<file path="src/rtl/pwm_capture_average.sv">
// pwm_capture_average
// Moving average of the last 2**K_LOG2_DEPTH PWM captures, with PWM-loss detection.
// Each accepted capture goes into a ring buffer. A running sum tracks the buffer
// contents, so the average is available one cycle after the capture.
// If no capture arrives within i_timeout timebase ticks, the block flushes and
// reports loss.
//
// Optional feature: define PWM_AVG_DROP_SATURATED_EN to reject all-ones (saturated)
// captures. A rejected capture still counts as proof of life for loss detection.
//
// state       | meaning
// ST_FILLING  | fewer than D samples held since last flush, o_valid low
// ST_FULL     | D samples held, o_valid high, average is meaningful
// ST_LOST     | no capture within timeout, everything flushed, o_timeout high

module pwm_capture_average #(
    parameter int K_DWIDTH     = 16,
    parameter int K_LOG2_DEPTH = 2
) (
    input  logic                i_clk,
    input  logic                i_rst_n,
    input  logic                i_timebase,
    input  logic                i_capture_done,
    input  logic [K_DWIDTH-1:0] i_capture_value,
    input  logic [K_DWIDTH-1:0] i_timeout,
    input  logic                i_clear,
    output logic [K_DWIDTH-1:0] o_value,
    output logic                o_update,
    output logic                o_valid,
    output logic                o_timeout
);

    localparam int D  = 1 << K_LOG2_DEPTH;
    localparam int SW = K_DWIDTH + K_LOG2_DEPTH;
    // Keep the pointer at least one bit wide so that depth 1 still elaborates.
    localparam int PW = (K_LOG2_DEPTH == 0) ? 1 : K_LOG2_DEPTH;
    localparam int FW = K_LOG2_DEPTH + 1;

    localparam logic [PW-1:0] WPTR_LAST = PW'(D - 1);
    localparam logic [FW-1:0] FILL_FULL = FW'(D);

    typedef enum logic [1:0] {
        ST_FILLING = 2'd0,
        ST_FULL    = 2'd1,
        ST_LOST    = 2'd2
    } state_t;

    state_t                state_q, state_d;
    logic [K_DWIDTH-1:0]   ring_q [D];
    logic [K_DWIDTH-1:0]   ring_d [D];
    logic [SW-1:0]         sum_q, sum_d;
    logic [FW-1:0]         fill_q, fill_d;
    logic [PW-1:0]         wptr_q, wptr_d;
    logic [K_DWIDTH-1:0]   loss_q, loss_d;
    logic [K_DWIDTH-1:0]   value_q, value_d;
    logic                  update_q, update_d;
    logic                  valid_q, valid_d;
    logic                  timeout_q, timeout_d;

    logic                  sat;
    logic                  touch;
    logic                  accept;
    logic                  loss_hit;
    logic                  flush;
    logic [SW-1:0]         sum_new;
    logic [SW-1:0]         sum_shift;
    logic [FW-1:0]         fill_new;
    logic [K_DWIDTH-1:0]   loss_next;

`ifdef PWM_AVG_DROP_SATURATED_EN
    assign sat = (i_capture_value == {K_DWIDTH{1'b1}});
`else
    assign sat = 1'b0;
`endif

    // A capture (even a rejected one) is proof of life. Only unsaturated ones enter the average.
    assign touch  = i_capture_done & ~i_clear;
    assign accept = touch & ~sat;

    // The sum always equals the sum of the buffer entries, so it can never overflow.
    // Unwritten entries read as zero, so the same update holds while filling.
    assign sum_new   = sum_q + SW'(i_capture_value) - SW'(ring_q[wptr_q]);
    assign sum_shift = sum_new >> K_LOG2_DEPTH;
    assign fill_new  = (fill_q == FILL_FULL) ? fill_q : fill_q + FW'(1);

    // Loss counter: counts ticks that have no capture. It saturates at all-ones, so
    // a threshold lowered below the current count never fires.
    always_comb begin
        loss_next = loss_q;
        if (i_timeout == '0 || state_q == ST_LOST) begin
            loss_next = '0;
        end else if (i_timebase && loss_q != {K_DWIDTH{1'b1}}) begin
            loss_next = loss_q + K_DWIDTH'(1);
        end
    end

    assign loss_hit = ~touch && (i_timeout != '0) && (state_q != ST_LOST) && (loss_next == i_timeout);

    // Next-state logic. Priority order: clear, then a capture, then loss detection.
    always_comb begin
        state_d   = state_q;
        ring_d    = ring_q;
        sum_d     = sum_q;
        fill_d    = fill_q;
        wptr_d    = wptr_q;
        loss_d    = loss_next;
        value_d   = value_q;
        update_d  = 1'b0;
        valid_d   = valid_q;
        timeout_d = timeout_q;
        flush     = 1'b0;

        if (i_clear) begin
            flush     = 1'b1;
            timeout_d = 1'b0;
            state_d   = ST_FILLING;
        end else if (touch) begin
            loss_d    = '0;
            timeout_d = 1'b0;
            if (state_q == ST_LOST) begin
                state_d = ST_FILLING;
            end
            if (accept) begin
                ring_d[wptr_q] = i_capture_value;
                sum_d          = sum_new;
                wptr_d         = (wptr_q == WPTR_LAST) ? '0 : wptr_q + PW'(1);
                fill_d         = fill_new;
                value_d        = sum_shift[K_DWIDTH-1:0];
                update_d       = 1'b1;
                valid_d        = (fill_new == FILL_FULL);
                state_d        = (fill_new == FILL_FULL) ? ST_FULL : ST_FILLING;
            end
        end else if (loss_hit) begin
            flush     = 1'b1;
            timeout_d = 1'b1;
            state_d   = ST_LOST;
        end

        if (flush) begin
            ring_d  = '{default: '0};
            sum_d   = '0;
            fill_d  = '0;
            wptr_d  = '0;
            loss_d  = '0;
            value_d = '0;
            valid_d = 1'b0;
        end
    end

    // State, storage and registered outputs.
    always_ff @(posedge i_clk or negedge i_rst_n) begin
        if (!i_rst_n) begin
            state_q   <= ST_FILLING;
            ring_q    <= '{default: '0};
            sum_q     <= '0;
            fill_q    <= '0;
            wptr_q    <= '0;
            loss_q    <= '0;
            value_q   <= '0;
            update_q  <= 1'b0;
            valid_q   <= 1'b0;
            timeout_q <= 1'b0;
        end else begin
            state_q   <= state_d;
            ring_q    <= ring_d;
            sum_q     <= sum_d;
            fill_q    <= fill_d;
            wptr_q    <= wptr_d;
            loss_q    <= loss_d;
            value_q   <= value_d;
            update_q  <= update_d;
            valid_q   <= valid_d;
            timeout_q <= timeout_d;
        end
    end

    assign o_value   = value_q;
    assign o_update  = update_q;
    assign o_valid   = valid_q;
    assign o_timeout = timeout_q;

endmodule

</file>
<file path="config.mk">
export PLATFORM = sky130hd
export DESIGN_NAME = pwm_capture_average
export DESIGN_NICKNAME = d
export VERILOG_FILES = /design/src/rtl/pwm_capture_average.sv
export SDC_FILE = /design/constraint.sdc
export NUM_CORES = 1
export LEC_CHECK = 0
export ABC_AREA = 1
export CAP_MARGIN = 10
export CELL_PAD_IN_SITES_DETAIL_PLACEMENT = 1
export CELL_PAD_IN_SITES_GLOBAL_PLACEMENT = 1
export CORE_ASPECT_RATIO = 0.9
export CORE_MARGIN = 2
export CORE_UTILIZATION = 39
export DETAILED_ROUTE_END_ITERATION = 6
export PLACE_DENSITY = 0.79
export RECOVER_POWER = 25
export SLEW_MARGIN = 20
export SYNTH_ARGS = -nofsm -noshare
export SYNTH_HDL_FRONTEND = slang
export SYNTH_SLANG_ARGS = --single-unit
</file>
<file path="constraint.sdc">
create_clock -name i_clk -period 3.7 [get_ports i_clk]
set_input_delay 1.11 -clock i_clk [delete_from_list [all_inputs] [get_ports i_clk]]
set_output_delay 1.11 -clock i_clk [all_outputs]
set_load 0.005 [all_outputs]
</file>
-- After elaboration in Yosys (flattened, before gate mapping)
Index checks and enable logic that the tools add are counted.
- bits in registers: 124
- bits of input ports: 37
- output and inout bits: 19
- word-level logic and storage cells: 86
- add/subtract/negate cells: 5
- $lt $le $gt $ge: 2
- equal/unequal tests: 8
- muxes and demuxes: 43
- bitwise gates (word level): 4
- reduce and logical (&&, ||, !) cells: 11
- operator list (operator ; number):
    2-to-1 mux 64 bit ; 3
    2-to-1 mux 16 bit ; 11
    bitwise mux 64 bit ; 1
    2-to-1 mux 18 bit ; 3
    binary-select mux 16 bit (select 2 bit) ; 1
    demux 16 bit (select 2 bit) ; 1
    adder 18 x 16 -> 18 bit ; 1
    subtractor 18 x 16 -> 18 bit ; 1
    adder 16 x 1 -> 16 bit, second input constant ; 1
    equality test 16 bit ; 1
    logical NOT 16 bit ; 1
    inequality test 16 bit, second input constant ; 1
    nonzero test 16 bit ; 1
    2-to-1 mux 2 bit ; 7
    2-to-1 mux 1 bit ; 12
    2-to-1 mux 3 bit ; 4
    equality test 3 bit, second input constant ; 2
    logical AND 1 bit ; 5
    equality test 2 bit, second input constant ; 2
    adder 3 x 1 -> 3 bit, second input constant ; 1
    greater-or-equal comparator 3 bit, second input constant ; 1
    less-than comparator 3 x 1 -> 1 bit, second input constant ; 1
    NOT 2 -> 3 bit ; 1
    nonzero test 3 bit ; 1
    8 further kinds ; 9

-- Longest topological paths before layout
Gate-level depths: netlist of the first run.
- depth after elaboration: 11
- mapped depth: 21
- gate-level depth less buffers: 20

-- Least setup slack after synthesis of the first run
OpenSTA, ideal clock, no wires.
- kind: register -> register
- from: register wptr_q[0]
- to: register sum_q[15]
- library setup time: 0.127 ns
- arrival time: 3.540 ns
- data required time: 3.573 ns
- path slack: 0.033 ns
- stages on the path, launching flop included: 21
- path buffers: 2
- period minus slack after synthesis: 3.667 ns
- cells stage by stage: dfrtp_1 -> clkbuf_1 -> inv_1 -> clkbuf_1 -> a21oi_1 -> o21ai_0 -> o21ai_0 -> fa_1 -> inv_1 -> ha_1 -> a21oi_1 -> o21ai_0 -> nand2_1 -> nand2_1 -> a21oi_1 -> o21ai_0 -> a21oi_1 -> o21ai_0 -> or2_2 -> nand3_1 -> o21ai_0
- word-level cells in the longest chain between the ends: 8
- RTL lines (item ; line ; RTL):
    start, declared ; 53 ; logic [PW-1:0] wptr_q, wptr_d;
    start signal, assigned ; 168 ; wptr_q <= wptr_d;
    NOT 2 -> 3 bit (not written as such) ; 82 ; assign sum_new = sum_q + SW'(i_capture_value) - SW'(ring_q[wptr_q]);
    binary-select mux 16 bit (select 2 bit) ; 82 ;
    2-to-1 mux 16 bit (not written as such) (2 in series) ; 82 ;
    subtractor 18 x 16 -> 18 bit ; 82 ;
    2-to-1 mux 18 bit ; 117 ; end else if (touch) begin
    2-to-1 mux 18 bit ; 113 ; if (i_clear) begin
    2-to-1 mux 18 bit ; 139 ; if (flush) begin
    end signal, assigned ; 166 ; sum_q <= sum_d;
    end, declared ; 51 ; logic [SW-1:0] sum_q, sum_d;
No other way between the ends. The select of a mux whose other input is x is not followed.
A chain may end at the register's enable or synchronous reset.

-- Worst setup path in the final report of the first run
- from: register wptr_q[0]
- to: register sum_q[14]
The elaborated chain is that of the path after synthesis.

==> out/metrics.csv, run 1 <==
metric;value;unit
die_w;146;um
period_needed;3.59;ns
ys_types;35;
cp_max_fo;9;
grt_pass1_vias;7423;
fmax;279;MHz
slew_viol_final;0;
area_growth;25.7;%
insertion_delay;0.37;ns
ant_nets;0;
core-area;17700;um^2
post_drt_via_cell_ratio;5.16;
chipHeight;132;um
hp-start;state_q[0]$_DFFE_PN0P_;
hold_depth;2;
rows;46;
hold_viol;0;
status;finished, final reports clean;
pre_cts_slack;-0.664;ns
synth_warnings;0;
fill_cells;2237;
synth-seq-cells;107;
switchingPower;2.07;mW
syn_area;7070;um^2
fin_ws;0.113;ns
instances_no_fill;1341;
leakage;4.42;nW
combPwrFrac;55.4;%
cts.path.max_buffers;2;
cts_root_buffer;clkbuf_16;
yosysTopAreaCell;dfrtp_1;
tns;0;ns
slew_headroom;14.7;%
r2r_cells;19;
drt_iter0_drc;326;
grt-ovfl-total;0;
skew;0.0119;ns
fin_util;50.3;%
drive_above_1_share;15.0;%
diodes;0;
cts_tree;built;
p_int;3.25;mW
cts-htree-levels;3;
wl_per_cell;16.8;um
cp.arrival;3.84;ns
syn_inst;970;
postSynth.asyncResetShare;100;%
drv_cap;0;
dp_hpwl;16300;um
grt_usage;23.9;%
synth.area.top_cells;dfrtp_1 38%, nand2_1 9.8%, nor2_1 8.3%, inv_1 7.3%, o21ai_0 5.7%;
clkPwrFrac;18.8;%
finalSetupViolCount;0;
seq_area_frac_synth;37.9;%
numCtsBuffers;9;
avgSynthCellArea;7.29;um^2
switching_share;38.9;%
layout.area.seq;2680;um^2
holdCritPathClass;reg2reg;
synth_top_area_share;37.9;%
r2r_end;sum_q[14]$_DFFE_PN0P_;
whs_endpoint;state_q[0]$_DFFE_PN0P_;
ir_drop;337;uV
dr.pass1.iters;4;
drc;0;
grt_max_degree;48;
power;5.32;mW
worstSetupEndpointType;flip-flop;
r2r_setup_slack;0.11;ns
placedCellCount;1318;
synth_nets;1048;
via_count;6920;
critical_path_class;reg2reg;
die_area;19200;um^2
r2r-start;wptr_q[0]$_DFFE_PN0P_;
clkTransAtPathRegs;0.08;ns
routed_wl;22500;um
io_buffers;55;
finalCritPeriodShare;96.9;%
synth_ff_type;dfrtp_1;
pin_count;56;
cts_hold_buf;0;
antenna_found_initial;0;
gp_congestion;0.906;
initial_core_util;40.0;%
pwr_density_cell;599;nW/um^2
clock-sinks;107;
synth_edf_count;0;
worst-endpoint-required;3.95;ns
grt_first_pass_wirelength;36600;um
start_kind;flip-flop;
multi_input_area;3580;um^2
pwr-share-seq;25.9;%
tightest_slew;1.28;ns
nets;1174;
[cell type report]
class | count | area share [%]
tap | 240 | 3.38
sequential | 107 | 30.1
multi-input combinational | 662 | 40.3
timing repair buffer | 170 | 16.7
clock inverter | 5 | 0.591
clock buffer | 11 | 2.73
inverter | 146 | 6.21
[cell families after synthesis]
kind of cell | share of synthesized area [%]
adder cells (fa/ha/maj) | 8.96
XOR/XNOR | 1.73
flip-flops | 37.9
AO/OA/AOI/OAI | 15.0
buffers and inverters | 12.3
AND/OR/NAND/NOR | 24.1
[registers in the layout (all words and copies together), names as in the netlist]
signal,cells
ring_q,64
sum_q,18
loss_q,16
fill_q,3
state_q,2
wptr_q,2
o_update,1
o_valid,1
[layout by cell type, fill, tap and decap left out, drive strengths merged, types with 3 or more instances in the layout]
master / count
nand2: 188
clkbuf: 14
nor2: 160
nand3: 40
clkdlybuf4s50: 50
a21oi: 70
xor2: 8
ha: 25
dfrtp: 107
nor3: 3
clkinv: 8
buf: 113
o2111ai: 16
dlygate4sd2: 3
o21ai: 82
nand4: 18
xnor2: 6
inv: 140
fa: 16
or2: 3
o22ai: 17
[synth_stat cells (all sizes together), types with 5 or more instances]
master	number
xor2	8
clkinv	5
nand3	40
dfrtp	107
xnor2	6
o22ai	17
a21oi	70
nor2	160
clkbuf	24
fa	16
ha	25
inv	141
o21ai	82
o2111ai	16
buf	31
nand4	18
nand2	188
[metrics by stage]
stage / cell area [um^2] / hold slack (ns)
6_report: 8890 / 0.518
4_1_cts: 8820 / 0.531
3_3_place_gp: 8480 / 0.484
2_1_floorplan: 7070 / 0.443
3_5_place_dp: 8480 / 0.515
5_1_grt: 8890 / 0.552
[metal layers]
layer | wire length, um | vias up | track usage (%) | share of wire, %
li1 | - | 3339 | - | -
met1 | 9320 | 3405 | 28.0 | 41
met2 | 11700 | 129 | 43.2 | 52
met3 | 779 | 47 | 4.03 | 3.5
met4 | 704 | 0 | 9.97 | 3.1
met5 | 0 | - | 0 | 0
[what timing repair did]
action | CTS | global route
buffers inserted | 2 | 5
resized for setup | 14 | 22
pin swaps | 2 | 5
endpoints found under the hold margin | 0 | 0
setup endpoints to repair | 7 | 8
[power groups by stage]
stage	Sequential (mW)	Combinational, mW	Clock [mW]
2_1_floorplan	1.36	1.58	0
3_3_place_gp	1.39	2.57	0
3_5_place_dp	1.39	2.70	0
4_1_cts	1.38	2.82	1.03
5_1_grt	1.39	3.27	1.07
6_report	1.38	2.95	0.999
[worst max-delay path: stages (launching register included)]
cell        delay [ns]
dfrtp_1           0.41
clkinvlp_4        0.21
buf_4             0.19
a21oi_1           0.16
o21ai_0           0.12
o21ai_0           0.13
fa_1              0.46
inv_1             0.07
ha_1              0.25
a21oi_1           0.20
o21ai_2           0.09
nand2_1           0.09
nand2_1           0.09
a21oi_2           0.21
o21ai_2           0.09
a21oi_2           0.15
o21ai_0           0.12
or2_2             0.30
nand3_1           0.07
o21ai_0           0.07
[worst max path at each step]
stage | start | slack (ns) | end
6_report | wptr_q[0]$_DFFE_PN0P_ | 0.11 | sum_q[14]$_DFFE_PN0P_
5_1_grt | wptr_q[0]$_DFFE_PN0P_ | -0.06 | sum_q[12]$_DFFE_PN0P_
4_1_cts | i_capture_value[6] | 0.03 | sum_q[15]$_DFFE_PN0P_
3_5_place_dp | i_capture_value[2] | -0.66 | sum_q[15]$_DFFE_PN0P_
3_3_place_gp | i_capture_value[2] | -0.49 | sum_q[15]$_DFFE_PN0P_
2_1_floorplan | wptr_q[0]$_DFFE_PN0P_ | 0.03 | sum_q[15]$_DFFE_PN0P_
Power figures use the tool's default switching activity.
==> inputs of run 2 (changes only) <==
--- a/config.mk
+++ b/config.mk
@@ -6,7 +6,7 @@
 export NUM_CORES = 1
 export LEC_CHECK = 0
 export ABC_AREA = 1
-export CAP_MARGIN = 10
+export CAP_MARGIN = 30
 export CELL_PAD_IN_SITES_DETAIL_PLACEMENT = 1
 export CELL_PAD_IN_SITES_GLOBAL_PLACEMENT = 1
 export CORE_ASPECT_RATIO = 0.9
==> results of run 2 <==
Final layout, timing and power as in run 1 (identical DEF).
